$ cat src/rtl/spi_frame_master_pkg.sv
// Shared types and constants for the 4-byte SPI register-access frame sequencer.
package spi_frame_master_pkg;

    typedef enum logic [2:0] {
        ST_IDLE,
        ST_SETUP,
        ST_SEND,
        ST_WAITRX,
        ST_HOLD,
        ST_DONE
    } state_t;

    localparam logic [3:0] CMD_WRITE_NIB = 4'h0;
    localparam logic [3:0] DEF_READ_NIB  = 4'hF;
    localparam int         FRAME_BYTES   = 4;
    localparam int         TMR_W         = 10;

    localparam logic [1:0] SLOT_SYNC = 2'd0;
    localparam logic [1:0] SLOT_CMD  = 2'd1;
    localparam logic [1:0] SLOT_DHI  = 2'd2;
    localparam logic [1:0] SLOT_DLO  = 2'd3;

endpackage

$ cat src/rtl/spi_frame_master_if.sv
// Request/response and byte-engine signals of the SPI frame master.
interface spi_frame_master_if;

    logic        i_req_valid;
    logic        i_req_write;
    logic [3:0]  i_req_addr;
    logic [15:0] i_req_data;
    logic        o_req_ready;
    logic [7:0]  o_TXByte;
    logic        o_TXdv;
    logic        i_TX_ready;
    logic [7:0]  i_RXByte;
    logic        i_RXdv;
    logic        o_CS_n;
    logic        o_rsp_valid;
    logic [7:0]  o_rsp_echo;
    logic [15:0] o_rsp_data;
    logic        o_rsp_err;

    modport master (
        input  i_req_valid, i_req_write, i_req_addr, i_req_data,
        input  i_TX_ready, i_RXByte, i_RXdv,
        output o_req_ready, o_TXByte, o_TXdv, o_CS_n,
        output o_rsp_valid, o_rsp_echo, o_rsp_data, o_rsp_err
    );

    modport slave (
        output i_req_valid, i_req_write, i_req_addr, i_req_data,
        output i_TX_ready, i_RXByte, i_RXdv,
        input  o_req_ready, o_TXByte, o_TXdv, o_CS_n,
        input  o_rsp_valid, o_rsp_echo, o_rsp_data, o_rsp_err
    );

endinterface

$ cat src/rtl/spi_frame_master_timer.sv
// Loadable saturating down-counter; done is high while the count is zero.
module spi_frame_timer #(
    parameter int W = 10
) (
    input  logic         i_FPGA_clk,
    input  logic         i_FPGA_rst,
    input  logic         load,
    input  logic [W-1:0] load_val,
    input  logic         dec,
    output logic         done
);

    logic [W-1:0] cnt;

    always_ff @(posedge i_FPGA_clk or negedge i_FPGA_rst) begin
        if (!i_FPGA_rst) begin
            cnt <= '0;
        end else if (load) begin
            cnt <= load_val;
        end else if (dec && cnt != '0) begin
            cnt <= cnt - 1'b1;
        end
    end

    assign done = (cnt == '0);

endmodule

$ cat src/rtl/spi_frame_master.sv
// Sequences one sync/CMDADDR/data-hi/data-lo SPI frame per request and
// returns the echoed CMDADDR and 16-bit read data shifted back by the slave.
module spi_frame_master
    import spi_frame_master_pkg::*;
#(
    parameter logic [7:0] SYNC_BYTE = 8'h00,
    parameter logic [3:0] READ_NIB  = DEF_READ_NIB,
    parameter int         CS_SETUP  = 2,
    parameter int         CS_HOLD   = 2,
    parameter int         TIMEOUT   = 1023
) (
    input  logic                i_FPGA_clk,
    input  logic                i_FPGA_rst,
    spi_frame_master_if.master  bus
);

    state_t                         state;
    logic [1:0]                     idx;
    logic [7:0]                     cmdaddr;
    logic [15:0]                    wdata;
    logic [FRAME_BYTES-1:0][7:0]    rx_slot;
    logic                           err;

    logic                           tmr_load;
    logic                           tmr_dec;
    logic                           tmr_done;
    logic [TMR_W-1:0]               tmr_val;

    function automatic logic [7:0] slot_byte(input logic [1:0] slot,
                                             input logic [7:0] cmd,
                                             input logic [15:0] data);
        case (slot)
            SLOT_SYNC: return SYNC_BYTE;
            SLOT_CMD:  return cmd;
            SLOT_DHI:  return data[15:8];
            default:   return data[7:0];
        endcase
    endfunction

    spi_frame_timer #(.W(TMR_W)) u_timer (
        .i_FPGA_clk (i_FPGA_clk),
        .i_FPGA_rst (i_FPGA_rst),
        .load       (tmr_load),
        .load_val   (tmr_val),
        .dec        (tmr_dec),
        .done       (tmr_done)
    );

    // One shared timer: loaded with N-1 so each phase lasts exactly N cycles.
    always_comb begin
        tmr_load = 1'b0;
        tmr_dec  = 1'b0;
        tmr_val  = '0;
        case (state)
            ST_IDLE: begin
                if (bus.i_req_valid) begin
                    tmr_load = 1'b1;
                    tmr_val  = TMR_W'(CS_SETUP - 1);
                end
            end
            ST_SEND: begin
                if (bus.i_TX_ready) begin
                    tmr_load = 1'b1;
                    tmr_val  = TMR_W'(TIMEOUT - 1);
                end
            end
            ST_WAITRX: begin
                if ((bus.i_RXdv && idx == SLOT_DLO) || (!bus.i_RXdv && tmr_done)) begin
                    tmr_load = 1'b1;
                    tmr_val  = TMR_W'(CS_HOLD - 1);
                end else if (!bus.i_RXdv) begin
                    tmr_dec = 1'b1;
                end
            end
            ST_SETUP, ST_HOLD: tmr_dec = !tmr_done;
            default: ;
        endcase
    end

    always_ff @(posedge i_FPGA_clk or negedge i_FPGA_rst) begin
        if (!i_FPGA_rst) begin
            state           <= ST_IDLE;
            idx             <= SLOT_SYNC;
            cmdaddr         <= '0;
            wdata           <= '0;
            rx_slot         <= '0;
            err             <= 1'b0;
            bus.o_CS_n      <= 1'b1;
            bus.o_TXdv      <= 1'b0;
            bus.o_TXByte    <= '0;
            bus.o_req_ready <= 1'b1;
            bus.o_rsp_valid <= 1'b0;
            bus.o_rsp_echo  <= '0;
            bus.o_rsp_data  <= '0;
            bus.o_rsp_err   <= 1'b0;
        end else begin
            bus.o_TXdv      <= 1'b0;
            bus.o_rsp_valid <= 1'b0;
            case (state)
                ST_IDLE: begin
                    if (bus.i_req_valid) begin
                        cmdaddr         <= {bus.i_req_write ? CMD_WRITE_NIB : READ_NIB, bus.i_req_addr};
                        wdata           <= bus.i_req_write ? bus.i_req_data : 16'h0000;
                        idx             <= SLOT_SYNC;
                        rx_slot         <= '0;
                        err             <= 1'b0;
                        bus.o_CS_n      <= 1'b0;
                        bus.o_req_ready <= 1'b0;
                        state           <= ST_SETUP;
                    end
                end
                ST_SETUP: begin
                    if (tmr_done) state <= ST_SEND;
                end
                ST_SEND: begin
                    if (bus.i_TX_ready) begin
                        bus.o_TXByte <= slot_byte(idx, cmdaddr, wdata);
                        bus.o_TXdv   <= 1'b1;
                        state        <= ST_WAITRX;
                    end
                end
                ST_WAITRX: begin
                    if (bus.i_RXdv) begin
                        rx_slot[idx] <= bus.i_RXByte;
                        if (idx == SLOT_DLO) begin
                            state <= ST_HOLD;
                        end else begin
                            idx   <= idx + 2'd1;
                            state <= ST_SEND;
                        end
                    end else if (tmr_done) begin
                        // Abandon the remaining slots; they stay zero.
                        err   <= 1'b1;
                        state <= ST_HOLD;
                    end
                end
                ST_HOLD: begin
                    if (tmr_done) begin
                        bus.o_CS_n      <= 1'b1;
                        bus.o_rsp_valid <= 1'b1;
                        bus.o_rsp_echo  <= rx_slot[SLOT_CMD];
                        bus.o_rsp_data  <= {rx_slot[SLOT_DHI], rx_slot[SLOT_DLO]};
                        bus.o_rsp_err   <= err;
                        state           <= ST_DONE;
                    end
                end
                ST_DONE: begin
                    bus.o_req_ready <= 1'b1;
                    state           <= ST_IDLE;
                end
                default: state <= ST_IDLE;
            endcase
        end
    end

endmodule

$ cat src/flat_wrapper.sv
// flat-port wrapper written by rule: the top's interface ports become plain ports
module spi_frame_master_flat import spi_frame_master_pkg::*;
#(
    parameter logic [7:0] SYNC_BYTE = 8'h00,
    parameter logic [3:0] READ_NIB  = DEF_READ_NIB,
    parameter int         CS_SETUP  = 2,
    parameter int         CS_HOLD   = 2,
    parameter int         TIMEOUT   = 1023
)
  (i_FPGA_clk, i_FPGA_rst, bus_i_req_valid, bus_i_req_write, bus_i_req_addr, bus_i_req_data, bus_i_TX_ready, bus_i_RXByte, bus_i_RXdv, bus_o_req_ready, bus_o_TXByte, bus_o_TXdv, bus_o_CS_n, bus_o_rsp_valid, bus_o_rsp_echo, bus_o_rsp_data, bus_o_rsp_err);
  spi_frame_master_if bus_i ();
  input  logic i_FPGA_clk;
  input  logic i_FPGA_rst;
  input wire logic [$bits(bus_i.i_req_valid)-1:0] bus_i_req_valid;
  input wire logic [$bits(bus_i.i_req_write)-1:0] bus_i_req_write;
  input wire logic [$bits(bus_i.i_req_addr)-1:0] bus_i_req_addr;
  input wire logic [$bits(bus_i.i_req_data)-1:0] bus_i_req_data;
  input wire logic [$bits(bus_i.i_TX_ready)-1:0] bus_i_TX_ready;
  input wire logic [$bits(bus_i.i_RXByte)-1:0] bus_i_RXByte;
  input wire logic [$bits(bus_i.i_RXdv)-1:0] bus_i_RXdv;
  output wire logic [$bits(bus_i.o_req_ready)-1:0] bus_o_req_ready;
  output wire logic [$bits(bus_i.o_TXByte)-1:0] bus_o_TXByte;
  output wire logic [$bits(bus_i.o_TXdv)-1:0] bus_o_TXdv;
  output wire logic [$bits(bus_i.o_CS_n)-1:0] bus_o_CS_n;
  output wire logic [$bits(bus_i.o_rsp_valid)-1:0] bus_o_rsp_valid;
  output wire logic [$bits(bus_i.o_rsp_echo)-1:0] bus_o_rsp_echo;
  output wire logic [$bits(bus_i.o_rsp_data)-1:0] bus_o_rsp_data;
  output wire logic [$bits(bus_i.o_rsp_err)-1:0] bus_o_rsp_err;
  assign bus_i.i_req_valid = bus_i_req_valid;
  assign bus_i.i_req_write = bus_i_req_write;
  assign bus_i.i_req_addr = bus_i_req_addr;
  assign bus_i.i_req_data = bus_i_req_data;
  assign bus_i.i_TX_ready = bus_i_TX_ready;
  assign bus_i.i_RXByte = bus_i_RXByte;
  assign bus_i.i_RXdv = bus_i_RXdv;
  assign bus_o_req_ready = bus_i.o_req_ready;
  assign bus_o_TXByte = bus_i.o_TXByte;
  assign bus_o_TXdv = bus_i.o_TXdv;
  assign bus_o_CS_n = bus_i.o_CS_n;
  assign bus_o_rsp_valid = bus_i.o_rsp_valid;
  assign bus_o_rsp_echo = bus_i.o_rsp_echo;
  assign bus_o_rsp_data = bus_i.o_rsp_data;
  assign bus_o_rsp_err = bus_i.o_rsp_err;
  spi_frame_master #(.SYNC_BYTE(SYNC_BYTE), .READ_NIB(READ_NIB), .CS_SETUP(CS_SETUP), .CS_HOLD(CS_HOLD), .TIMEOUT(TIMEOUT)) u_core (.i_FPGA_clk(i_FPGA_clk), .i_FPGA_rst(i_FPGA_rst), .bus(bus_i));
endmodule
$ cat config.mk
export PLATFORM = sky130hd
export DESIGN_NAME = spi_frame_master_flat
export DESIGN_NICKNAME = d
export VERILOG_FILES = /design/src/rtl/spi_frame_master_pkg.sv /design/src/rtl/spi_frame_master_if.sv /design/src/rtl/spi_frame_master_timer.sv /design/src/rtl/spi_frame_master.sv /design/src/flat_wrapper.sv
export SDC_FILE = /design/constraint.sdc
export NUM_CORES = 1
export LEC_CHECK = 0
export ABC_AREA = 1
export CAP_MARGIN = 20
export CORE_MARGIN = 4
export CORE_UTILIZATION = 45
export DETAILED_ROUTE_END_ITERATION = 16
export PLACE_DENSITY = 0.74
export SLEW_MARGIN = 20
export SYNTH_ARGS = -nofsm -noshare
export SYNTH_HDL_FRONTEND = slang
export SYNTH_SLANG_ARGS = --single-unit
$ cat constraint.sdc
create_clock -name i_FPGA_clk -period 4.5 [get_ports i_FPGA_clk]
set_input_delay 0.45 -clock i_FPGA_clk [delete_from_list [all_inputs] [get_ports i_FPGA_clk]]
set_output_delay 0.45 -clock i_FPGA_clk [all_outputs]
set_load 0.005 [all_outputs]
==> run_results.csv, run 1 <==
group,metric,value,unit
setup_path,startpoint_type,"flop",
global_routing,grt_max_degree,55,
drt,finalWirelength,9420,microns
outcome,status,"complete, no violations",
clock_tree,h-tree-depth,3,
die,ios,71,
drt,initialDrtViolationCount,202,
drt,num_vias,3444,
clock_tree,clk_latency,0.36,ns
power,vdd_drop_max,227,uV
setup_path,crit_chain,"nor2_4, nand2_2, nand2_4, inv_2, a21oi_4, o22ai_1",
finish,drive_gt1_share,8.98,%
power,p_int,1.83,mW
synth,yosysWarnings,0,
synth,synth_fp_nets,525,
finish,insertedDiodeCount,0,
synth,synth-seq-cells,98,
timing,worst_slack,2.61,ns
setup_path,cp.depth,6,
power,p_leak,2.47,nW
clock_tree,postCtsSetupRepairBufs,0,
drt,routed_via_density,5.02,
synth,synth_area,4370,sq um
synth,synthArstFlopShare,100,%
power,p_seq_share,41.0,%
synth,synth_flop_cell,"dfrtp_1",
timing,clock_skew,0.00979,ns
finish,multiInputGateArea,1570,sq um
power,p_per_area,552,nW/um^2
die,start_util,46.9,%
synth,synth_top_area_share,55.0,%
timing,max_slew_margin,49.1,%
die,fp.coreArea,9330,sq um
synth,synth_edf_count,0,
global_routing,overflow,0,
placed_design,portBuffers,70,
clock_tree,cts_buffer_depth,2,
setup_path,setup.worst_path.end_class,"flop",
drt,wl_per_cell,13.7,microns
synth,netlist_instances,486,
setup_path,slowest_delay,0.50,ns
power,switching_share,38.2,%
placed_design,pre_cts_slack,2.45,ns
synth,ys_types,29,
die,die_y,107,microns
clock_tree,cts_tree,"yes",
finish,fill_cells,826,
timing,period_share,42.0,%
clock_tree,cts-buffers-inserted,9,
power,finalPower,2.96,mW
clock_tree,ctsHoldBuffers,0,
timing,setup-violations-final,0,
setup_path,path_delay_family,"simple AND/OR/NAND/NOR gates",
synth,yosysTopAreaCell,"dfrtp_1",
timing,rsz0062_at_grt,"false",
drt,drc,0,
placed_design,place_hpwl,6820,microns
global_routing,grt_antenna_before_repair,0,
timing,fin_tns_setup,0,ns
die,rows,35,
finish,fin_nets,591,
setup_path,cp_data_required_time,4.71,ns
clock_tree,clk_pin_slew,0.09,ns
global_routing,grt_pass1_wl,16200,microns
hold_path,hp-class,"in -> async",
clock_tree,cts_resized,0,
global_routing,grt_pass1_vias,3473,
placed_design,gp_congestion,0.850,
synth,yosys-top-cells-area,"dfrtp_1 (55%), nand2_1 (11%), inv_1 (4.6%)",
drt,drtAntennaViolNets,0,
timing,hold_viol_final,0,
setup_path,cpMaxStageDelayCell,"dfrtp_1",
timing,min_period,1.89,ns
synth,synth.top_cells.by_count,"nand2_1 (126), dfrtp_1 (96), inv_1 (54)",
synth,avgSynthCellArea,8.99,sq um
synth,ys_seq_area_share,56.2,%
global_routing,grt_use_total,17.7,%
power,share_comb_of_total_power,37.8,%
setup_path,critical_path_class,"reg -> reg",
synth,yosysMostFrequentCell,"nand2_1",
finish,fin_area,5370,sq um
finish,ff_latch_area,2450,sq um
setup_path,rr_worst_depth,6,
run,cap_violations,0,
timing,worst_pin_slew,0.762,ns
timing,max_freq,0.529,GHz
finish,utilization,57.6,%
die,dieArea,11400,sq um
placed_design,placed_cell_area,5140,sq um
clock_tree,cts-root-buf,"clkbuf_8",
setup_path,crit_buf_inv,1,
setup_path,arrival,2.10,ns
timing,slew_viol_final,0,
finish,area_growth,22.9,%
drt,dr.pass1.iters,5,
die,die-width,107,microns
clock_tree,cts_sinks,98,
power,pwr-share-clk,21.3,%
setup_path,crit_fanout,16,
power,p_sw,1.13,mW
-- metrics by stage --
| step | cells | hold WS, ns |
|---|---|---|
| 2_1_floorplan | 486 | 0.154 |
| 3_3_place_gp | 670 | 0.456 |
| 3_5_place_dp | 670 | 0.463 |
| 4_1_cts | 686 | 0.133 |
| 5_1_grt | 686 | 0.154 |
| 6_report | 686 | 0.111 |
-- cell usage in the layout, fill, tap and decap left out, types with 2 or more instances in the layout --
cell type	instances
a21oi_1	4
a21oi_4	4
buf_4	2
bufinv_16	2
clkbuf_8	10
clkdlybuf4s50_1	69
dfrtp_1	96
dfstp_2	2
ha_1	5
inv_1	54
inv_2	10
nand2_1	126
nand2_2	5
nand2_4	3
nand3_1	33
nor2_1	21
nor2_4	4
o211ai_1	4
o21ai_0	28
o21ai_1	32
o22ai_1	28
xor2_1	4
-- per-layer routing --
metal	share of wire [%]	vias up	track usage (%)	wire, microns
met4	1.3	0	4.57	126
met2	50	80	30.0	4740
met5	0	-	0	0
li1	-	1696	-	-
met3	3.7	9	3.76	346
met1	45	1659	23.4	4200
-- logic make-up (layout without fill, tap and decap cells) --
logic type	count (synthesis)	in the layout	synth area share, %
buf+inv	82	153	7.87
compound gates	101	101	13.7
xor+xnor	4	4	0.802
simple gates	196	196	20.0
fa+ha+maj	5	5	1.43
flops	98	98	56.2
-- power by group through the flow --
stage | Clock [mW] | Combinational (mW) | Sequential, mW
floorplan | 0 | 0.828 | 1.21
global placement | 0 | 1.10 | 1.22
detailed placement | 0 | 1.12 | 1.23
CTS | 0.643 | 1.13 | 1.21
global route | 0.683 | 1.27 | 1.24
finish | 0.630 | 1.12 | 1.21
-- path summary, 6_finish.rpt --
check	startpoint	end	slack (ns)
min in group i_FPGA_clk	u_core.bus.o_CS_n	u_core.bus.o_CS_n	0.48
max in group asynchronous	i_FPGA_rst	u_core.rx_slot[22]	3.35
worst min-delay path	i_FPGA_rst	u_core.bus.o_rsp_data[14]	0.11
worst max register to register	u_core.state[2]	u_core.rx_slot[17]	2.61
worst min register to register	u_core.bus.o_CS_n	u_core.bus.o_CS_n	0.48
worst max-delay path	u_core.state[2]	u_core.rx_slot[17]	2.61
-- state kept, by name, summed over array words and instances (netlist names) --
name,cells
u_core.rx_slot,24
u_core.bus.o_rsp_data,16
u_core.wdata,16
u_core.u_timer.cnt,10
u_core.bus.o_TXByte,8
u_core.bus.o_rsp_echo,8
u_core.cmdaddr,5
u_core.state,3
u_core.idx,2
u_core.bus.o_CS_n,1
u_core.bus.o_TXdv,1
u_core.bus.o_req_ready,1
u_core.bus.o_rsp_err,1
u_core.bus.o_rsp_valid,1
u_core.err,1
-- area by class of cell --
type / instances / area share, %
clock inverter: 5 / 1.58
inverter: 66 / 4.66
tap: 129 / 3.01
sequential: 98 / 45.7
multi-input combinational: 306 / 29.3
timing repair buffer: 71 / 13.1
clock buffer: 11 / 2.63
Power figures use the tool's default switching activity.
==> run 2, diff against run 1 <==
--- a/config.mk
+++ b/config.mk
@@ -10,7 +10,7 @@
 export CORE_MARGIN = 4
 export CORE_UTILIZATION = 45
 export DETAILED_ROUTE_END_ITERATION = 16
-export PLACE_DENSITY = 0.74
+export PLACE_DENSITY = 0.77
 export SLEW_MARGIN = 20
 export SYNTH_ARGS = -nofsm -noshare
 export SYNTH_HDL_FRONTEND = slang
==> constraint.sdc (replaced) <==
create_clock -name i_FPGA_clk -period 1.5 [get_ports i_FPGA_clk]
set_input_delay 0.15 -clock i_FPGA_clk [delete_from_list [all_inputs] [get_ports i_FPGA_clk]]
set_output_delay 0.15 -clock i_FPGA_clk [all_outputs]
set_load 0.005 [all_outputs]
==> run_results.csv, run 2 (synthesis results as in run 1) <==
group,metric,value,unit
placed_design,placed_cell_area,5480,sq um
finish,reg_top3,"u_core.rx_slot x24, u_core.bus.o_rsp_data x16, u_core.wdata x16",
placed_design,portBuffers,70,
power,vdd_drop_max,852,uV
timing,period_share,111,%
finish,utilization,68.1,%
placed_design,gp_congestion,0.909,
die,dieArea,11400,sq um
outcome,violations,"setup timing",
timing,clock_skew,0.0152,ns
global_routing,grt_pass1_wl,18400,microns
timing,worst_slack,-0.168,ns
drt,drtAntennaViolNets,0,
timing,fin_tns_setup,-3.37,ns
global_routing,overflow,0,
finish,drive_gt1_share,28.5,%
finish,insertedDiodeCount,0,
clock_tree,clk_pin_slew,0.11,ns
setup_path,cp_data_required_time,1.75,ns
clock_tree,cts_buffer_depth,2,
timing,max_freq,0.600,GHz
drt,finalWirelength,12300,microns
drt,routed_via_density,5.32,
outcome,status,"complete, but fails checks",
timing,hold_ws,0.135,ns
drt,dr.pass1.iters,5,
setup_path,rr_worst_depth,10,
timing,slew_viol_final,0,
clock_tree,cts_tree,"yes",
drt,initialDrtViolationCount,356,
power,p_per_area,1760,nW/um^2
placed_design,place_hpwl,7400,microns
die,die-width,107,microns
timing,rsz0062_at_grt,"true",
drt,num_vias,3992,
clock_tree,cts-buffers-inserted,9,
timing,worst_pin_slew,0.459,ns
timing,max_slew_margin,69.4,%
setup_path,rr_endpoint,"u_core.bus.o_rsp_data[5]",
setup_path,crit_fanout,12,
finish,area_growth,45.4,%
setup_path,critical_path_class,"reg -> reg",
clock_tree,cts_sinks,98,
setup_path,setup.worst_path.end_class,"flop",
timing,setup-violations-final,50,
global_routing,grt_antenna_before_repair,0,
drt,drc,0,
setup_path,r2r_slack,-0.17,ns
die,fp.coreArea,9330,sq um
finish,final_common_cell,"nand2_1",
clock_tree,clk_latency,0.38,ns
global_routing,grt_pass1_vias,3991,
die,ios,71,
finish,regMostFlops,"u_core.rx_slot",
timing,hold_viol_final,0,
hold_path,hp-class,"in -> async",
setup_path,arrival,1.92,ns
die,rows,35,
setup_path,cp-startpoint,"u_core.u_timer.cnt[1]",
clock_tree,h-tree-depth,3,
finish,fin_area,6360,sq um
finish,largest_register_ffs,24,
finish,fin_nets,656,
global_routing,grt_max_degree,87,
finish,fill_cells,661,
drt,wl_per_cell,16.4,microns
die,start_util,46.9,%
run,cap_violations,0,
finish,layout_common_cells,"nand2_1 (116), dfrtp_1 (94), clkdlybuf4s50_1 (67)",
die,die_y,107,microns
setup_path,crit-reg2reg-launch,"u_core.u_timer.cnt[1]",
global_routing,grt_use_total,20.5,%
power,finalPower,11.2,mW
timing,min_period,1.67,ns
power,p_leak,2.92,nW
clock_tree,cts-root-buf,"clkbuf_8",
setup_path,startpoint_type,"flop",
-- run 2: metal layers --
layer | up-vias | track usage, % | part of all wire, % | wire length (microns)
li1 | 1837 | - | - | -
met4 | 0 | 9.04 | 3.2 | 397
met1 | 1930 | 24.7 | 39 | 4750
met5 | - | 0 | 0 | 0
met2 | 185 | 36.0 | 52 | 6350
met3 | 40 | 3.46 | 6.6 | 814
-- run 2: critical path, cell delays in order, from the launching register on --
cell and delay, ns:
dfrtp_1 0.41, inv_2 0.09, ha_4 0.14, nand2_2 0.05, nor2_2 0.09, nand2_2 0.09
nor3_4 0.18, inv_4 0.11, clkbuf_16 0.19, nand2_1 0.08, o21ai_1 0.10
-- run 2: stage by stage --
stage,instances,setup slack (ns)
5_1_grt,751,-0.228
4_1_cts,740,-0.0759
3_5_place_dp,708,-0.141
3_3_place_gp,708,-0.0799
6_report,751,-0.168
2_1_floorplan,486,0.0333
-- run 2: report_power, final --
group	total, mW	leakage (nW)	switching (mW)	internal, mW
logic	5.57	1.50	3.10	2.47
registers	3.63	1.31	0.356	3.27
clock network	1.99	0.114	1.02	0.972
total	11.2	2.92	4.47	6.71
-- run 2: worst max path at each step --
stage / slack [ns] / end
after floorplan: 0.03 / u_core.bus.o_rsp_data[13]
after global placement: -0.08 / u_core.u_timer.cnt[5]
after detailed placement: -0.14 / u_core.u_timer.cnt[8]
after CTS: -0.08 / u_core.u_timer.cnt[6]
after global routing: -0.23 / u_core.u_timer.cnt[8]
final: -0.17 / u_core.bus.o_rsp_data[5]
-- run 2: what timing repair did --
item                       in CTS  in global routing
cloned                          1                  2
hold endpoints to repair       96                  0
setup buffers                  15                  9
hold buffers                    1                  0
resized for setup              45                 48
setup endpoints to repair      55                 90
pin swaps                      22                 16
-- run 2: cell type report --
class                           count  area [sq um]  area share, %
Multi-Input combinational cell    306          1880           29.6
Clock buffer                        9           124           1.95
Sequential cell                    98          2460           38.7
Clock inverter                      7           108           1.69
Timing Repair Buffer              136          1360           21.4
Tap cell                          129           161           2.54
Inverter                           66           265           4.17
